--- config.mk ---
export PLATFORM = sky130hd
export DESIGN_NAME = direction_conditioner
export DESIGN_NICKNAME = d
export VERILOG_FILES = /design/src/rtl/direction_conditioner.sv
export SDC_FILE = /design/constraint.sdc
export NUM_CORES = 1
export LEC_CHECK = 0
export CAP_MARGIN = 0
export CORE_MARGIN = 4
export CORE_UTILIZATION = 50
export DETAILED_ROUTE_END_ITERATION = 6
export HOLD_SLACK_MARGIN = 0.03
export PLACE_DENSITY_LB_ADDON = 0.25
export SKIP_CTS_REPAIR_TIMING = 1
export SYNTH_ARGS = -nofsm -noshare
export SYNTH_HDL_FRONTEND = slang
export SYNTH_SLANG_ARGS = --single-unit
--- constraint.sdc ---
create_clock -name clk -period 2.1 [get_ports clk]
set_input_delay 0.21 -clock clk [delete_from_list [all_inputs] [get_ports clk]]
set_output_delay 0.21 -clock clk [all_outputs]
set_load 0.01 [all_outputs]
--- src/rtl/direction_conditioner.sv ---
// direction_conditioner
//   One player's direction input stage: synchronises and debounces the four
//   active-low GPIO buttons, latches the most recent press as a pending turn,
//   commits it on the game tick and discards 180-degree reversals.
// Ports:
//   clk           system clock (CLOCK_50 domain)
//   clear         asynchronous active-low reset
//   btn_n[3:0]    raw buttons, active-low: bit0 up, bit1 right, bit2 down, bit3 left
//   tick          one-cycle game update strobe
//   game_run      high while a round is in play
//   movement[4:0] committed one-hot direction (00010 up, 10000 right,
//                 01000 down, 00100 left, 00000 stopped)
//   pending       a turn request is latched and waiting for a tick
//   btn_clean[3:0] debounced buttons, active-high
//   turn_rejected one-cycle pulse when a reversal is discarded at tick
module direction_conditioner #(
    parameter int unsigned DEBOUNCE_CYCLES = 250000,
    parameter int unsigned CNT_W           = 18
) (
    input  logic       clk,
    input  logic       clear,
    input  logic [3:0] btn_n,
    input  logic       tick,
    input  logic       game_run,
    output logic [4:0] movement,
    output logic       pending,
    output logic [3:0] btn_clean,
    output logic       turn_rejected
);

    typedef enum logic [1:0] {IDLE, ARMED, PENDING} state_t;

    localparam logic [CNT_W-1:0] CNT_LAST = CNT_W'(DEBOUNCE_CYCLES - 1);

    localparam logic [4:0] MV_UP    = 5'b00010;
    localparam logic [4:0] MV_RIGHT = 5'b10000;
    localparam logic [4:0] MV_DOWN  = 5'b01000;
    localparam logic [4:0] MV_LEFT  = 5'b00100;

    state_t           state;
    logic [3:0]       sync1, sync2;
    logic [3:0]       level;       // accepted (debounced) level, active-low
    logic [3:0]       clean_d;
    logic [CNT_W-1:0] cnt [4];
    logic [3:0]       press;
    logic [4:0]       press_code;
    logic [4:0]       req;
    logic [4:0]       opposite;
    logic             reversal;

    // Two-flop synchroniser; idles released (1) out of reset.
    always_ff @(posedge clk or negedge clear) begin
        if (!clear) begin
            sync1 <= '1;
            sync2 <= '1;
        end else begin
            sync1 <= btn_n;
            sync2 <= sync1;
        end
    end

    // Per-bit debounce: the synchronised level must disagree with the
    // accepted level for DEBOUNCE_CYCLES consecutive cycles to be taken.
    always_ff @(posedge clk or negedge clear) begin
        if (!clear) begin
            level <= '1;
            for (int unsigned i = 0; i < 4; i++) cnt[i] <= '0;
        end else begin
            for (int unsigned i = 0; i < 4; i++) begin
                if (sync2[i] == level[i]) begin
                    cnt[i] <= '0;
                end else if (cnt[i] == CNT_LAST) begin
                    level[i] <= sync2[i];
                    cnt[i]   <= '0;
                end else begin
                    cnt[i] <= cnt[i] + 1'b1;
                end
            end
        end
    end

    assign btn_clean = ~level;

    always_ff @(posedge clk or negedge clear) begin
        if (!clear) clean_d <= '0;
        else        clean_d <= btn_clean;
    end

    assign press = btn_clean & ~clean_d;

    // Simultaneous presses resolve up > right > down > left.
    always_comb begin
        press_code = '0;
        if      (press[0]) press_code = MV_UP;
        else if (press[1]) press_code = MV_RIGHT;
        else if (press[2]) press_code = MV_DOWN;
        else if (press[3]) press_code = MV_LEFT;
    end

    // Swap up<->down and right<->left within the one-hot code.
    assign opposite = {movement[2], movement[1], movement[4], movement[3], movement[0]};
    assign reversal = (movement != '0) && (req == opposite);

    // The tick always acts on the request held before this cycle; a press in
    // the same cycle is latched afterwards and waits for the following tick.
    always_ff @(posedge clk or negedge clear) begin
        if (!clear) begin
            state         <= IDLE;
            movement      <= '0;
            pending       <= 1'b0;
            req           <= '0;
            turn_rejected <= 1'b0;
        end else begin
            turn_rejected <= 1'b0;
            if (!game_run) begin
                state    <= IDLE;
                movement <= '0;
                pending  <= 1'b0;
                req      <= '0;
            end else begin
                case (state)
                    IDLE, ARMED: begin
                        if (|press) begin
                            req     <= press_code;
                            pending <= 1'b1;
                            state   <= PENDING;
                        end else begin
                            state <= ARMED;
                        end
                    end
                    PENDING: begin
                        if (tick) begin
                            if (reversal) turn_rejected <= 1'b1;
                            else          movement      <= req;
                            if (|press) begin
                                req <= press_code;
                            end else begin
                                req     <= '0;
                                pending <= 1'b0;
                                state   <= ARMED;
                            end
                        end else if (|press) begin
                            req <= press_code;
                        end
                    end
                    default: state <= IDLE;
                endcase
            end
        end
    end

endmodule

==> reports/results.tsv <==
stage	metric	value	unit
outcome	status	finished clean	
setup_path	worst path arrival time	2.16	ns
synth	Seq/Total Area, Yosys	52.49	%
sta	slew at the pin closest to its max-slew limit	0.5780	ns
sta	fin crit share	88.83	%
grt	first-pass GRT wire length	16.15	mm
floorplanning	Core ar.	9371	um2
layout	nets@finish	529	
detailed_routing	post-route ant nets	0	
setup_path	kind of cell adding the most delay to the critical path	simple AND/OR/NAND/NOR gates	
synth	Synth Net Count	492	
setup_path	Buf+Inv Stages, Crit Path	0	
placement	Final Wtd Congestion	0.8915	
layout	commonest non-fill, non-tap cells in the layout	dfrtp_1 (90), nor2_1 (74), nand2_1 (34), xnor2_1 (34), nand3_1 (29)	
synth	Post-Syn Area per Cell	10.19	um2
setup_path	crit start category	flop	
worst_hold_path	hold path start	btn_n[2]	
floorplanning	top-level port count	19	
synth	cells after synthesis	480	
detailed_routing	TritonRoute pass-1 iters	4	
sta	max-slew violation count	0	
detailed_routing	drt drc	0	
sta	Setup-failing EPs final	0	
flow_run	# Max-Cap Violations	0	
layout	most common cell after layout, fill and taps aside	dfrtp_1	
setup_path	Crit-path slowest cell	or3b_2	
setup_path	Critical Path Sink Type	flop	
setup_path	Crit. Startpoint	cnt[54]	
setup_path	Worst Setup Path Type	flop to flop	
clocking	CTS Buf Count	9	
power_and_ir_drop	Leakage	2.269	nW
clocking	Clock Pin Slew Worst Setup and Hold Paths	0.10	ns
layout	# diodes	0	
detailed_routing	via/cell ratio	5.416	
layout	Layout Cells excl Fill	651	
clocking	TritonCTS clock tree	built	
synth	ys flop type	dfrtp_1	
detailed_routing	Via Count	3526	
synth	Syn. warnings	0	
placement	Placed Cells	634	
detailed_routing	WL/cell	13.63	um
power_and_ir_drop	PD cells	670.9	nW/um2
detailed_routing	DRT iter0 DRCs	146	
sta	RSZ-0062 raised after global routing	false	
floorplanning	Die Width	106.9	um
clocking	insertion delay to the later sink of the worst-skew pair	0.36	ns
grt	number of global-route vias before repair	3535	
clocking	CTS Root Cell	clkbuf_8	
setup_path	CP required	2.39	ns
layout	Final Util	59.61	%
grt	number of antenna violations at the first check in global routing	0	
setup_path	CP Max Fanout	5	
layout	Area Growth Syn to Fin	14.22	%
detailed_routing	WL final	8.876	mm
grt	global route overflow	0	
sta	TNS Setup	0	ns
setup_path	CP peak stage delay	0.49	ns
synth	Post-Synthesis Cell Area	4891	um2
setup_path	critical-path cell list	ha_1 -> nand3_2 -> nor4_1 -> or3b_2 -> a21oi_1	
placement	Port-buffer cells	18	
grt	largest net degree at the start of global routing	67	
grt	GR Util All Layers	17.20	%
floorplanning	Starting Density	52.19	%
sta	clk_skew	0.008592	ns
clocking	H-tree depth	3	
sta	slew margin rel.	61.34	%
sta	Fmax	536.1	MHz
placement	DP Wirelength	6.356	mm
sta	Min Hold Slack	0.2457	ns
setup_path	FF-to-FF Start	cnt[54]	
layout	share of layout cells above drive strength 1	12.26	%
clocking	CTS sink cnt	102	
floorplanning	# rows	35	
floorplanning	Die Y	106.9	um
power_and_ir_drop	total power	3.748	mW
synth	ys async rst share	100.0	%
floorplanning	Die ar.	11430	um2
sta	min cycle time layout	1.865	ns
synth	Yosys reg bits	102	
worst_hold_path	worst min-delay path category	input pin to flop	
clocking	clock buffer depth	2	
synth	EDFF count, synth	0	
power_and_ir_drop	VDD IR-drop max	0.0004671	V
synth	Synth cell types	46	
sta	Final Hold Vio Count	0	
area by class of cell:
class	instances	area, um2
clock buffer	9	123.9
clock inverter	7	142.6
inverter	18	67.56
tap	129	161.4
timing repair buffer	33	305.3
multi-input combinational	353	2218
sequential	102	2567
fill	812	3785
registers in the layout, indices dropped and copies added, names as in the netlist:
signal and count:
req 5, level 4, movement 5, pending 1, cnt 72, sync1 4
state 2, sync2 4, clean_d 4, turn_rejected 1
metrics by stage:
| step | worst slack [ns] | instance area [um2] |
|---|---|---|
| 2_1_floorplan | 0.2512 | 4891 |
| 3_3_place_gp | 0.3293 | 5310 |
| 3_5_place_dp | 0.2447 | 5310 |
| 4_1_cts | 0.2338 | 5577 |
| 5_1_grt | 0.05759 | 5587 |
| 6_report | 0.2346 | 5587 |
layer usage:
| metal | part of all wire [%] | global-route usage [%] | vias to the layer above |
|---|---|---|---|
| met5 | 0 | 0 | - |
| met4 | 1.9 | 5.388 | 0 |
| met3 | 2.5 | 3.974 | 15 |
| met2 | 48 | 28.42 | 34 |
| met1 | 48 | 22.53 | 1711 |
| li1 | - | - | 1766 |
report_power, final:
group	switching (mW)	internal [mW]
Clock	0.665	0.918
Sequential	0.0258	2.00
Combinational	0.0896	0.0531
Total	0.780	2.97
synthesized netlist by cell type, types with 2 or more instances:
library cell / number / share of area [%]
nand3b_1: 3 / 0.46
and3_1: 10 / 1.3
o311ai_0: 3 / 0.54
dfrtp_1: 90 / 46
or3_1: 9 / 1.2
o21a_1: 2 / 0.31
and2_1: 7 / 0.90
nor3_1: 12 / 1.2
or2_2: 2 / 0.26
o41ai_4: 3 / 1.7
ha_1: 4 / 1.0
clkbuf_1: 3 / 0.23
nor2_1: 74 / 5.7
nand2_1: 34 / 2.6
dfstp_2: 12 / 6.4
a21oi_1: 18 / 1.8
xnor2_1: 34 / 6.1
o21ai_0: 11 / 1.1
nand4_1: 16 / 2.0
nor2b_1: 2 / 0.26
xor2_1: 23 / 4.1
or4_4: 2 / 0.46
and4_1: 2 / 0.36
o41ai_1: 3 / 0.54
nand3_2: 2 / 0.41
nand4_2: 3 / 0.77
or4_1: 7 / 1.1
a22o_1: 2 / 0.36
o22ai_1: 2 / 0.26
nor4_1: 14 / 1.8
mux2_2: 4 / 0.92
buf_2: 3 / 0.31
inv_1: 18 / 1.4
nand3_1: 29 / 3.0
o2111ai_1: 3 / 0.54
o31ai_1: 4 / 0.61
worst paths after layout:
path	to	slack (ns)	cells after the start
max in group asynchronous	sync2[2]	1.08	3
min in group asynchronous	cnt[64]	0.30	2
setup reg to reg	cnt[70]	0.23	5
setup / recovery	cnt[70]	0.23	5
hold / removal	sync1[2]	0.25	1
hold reg to reg	sync2[3]	0.36	0
cell families (layout without fill, tap and decap cells):
group,after synthesis,after routing,share of synthesized area [%]
buffers and inverters,25,67,2.149
DFF,102,102,52.49
AOI/OAI and AO/OA,54,54,8.340
adders and majority gates,4,4,1.023
xor gates and xnor gates,57,57,10.21
muxes,4,4,0.9209
and+or+nand+nor,234,234,24.87
No activity file was read; power rests on OpenSTA's default activity.
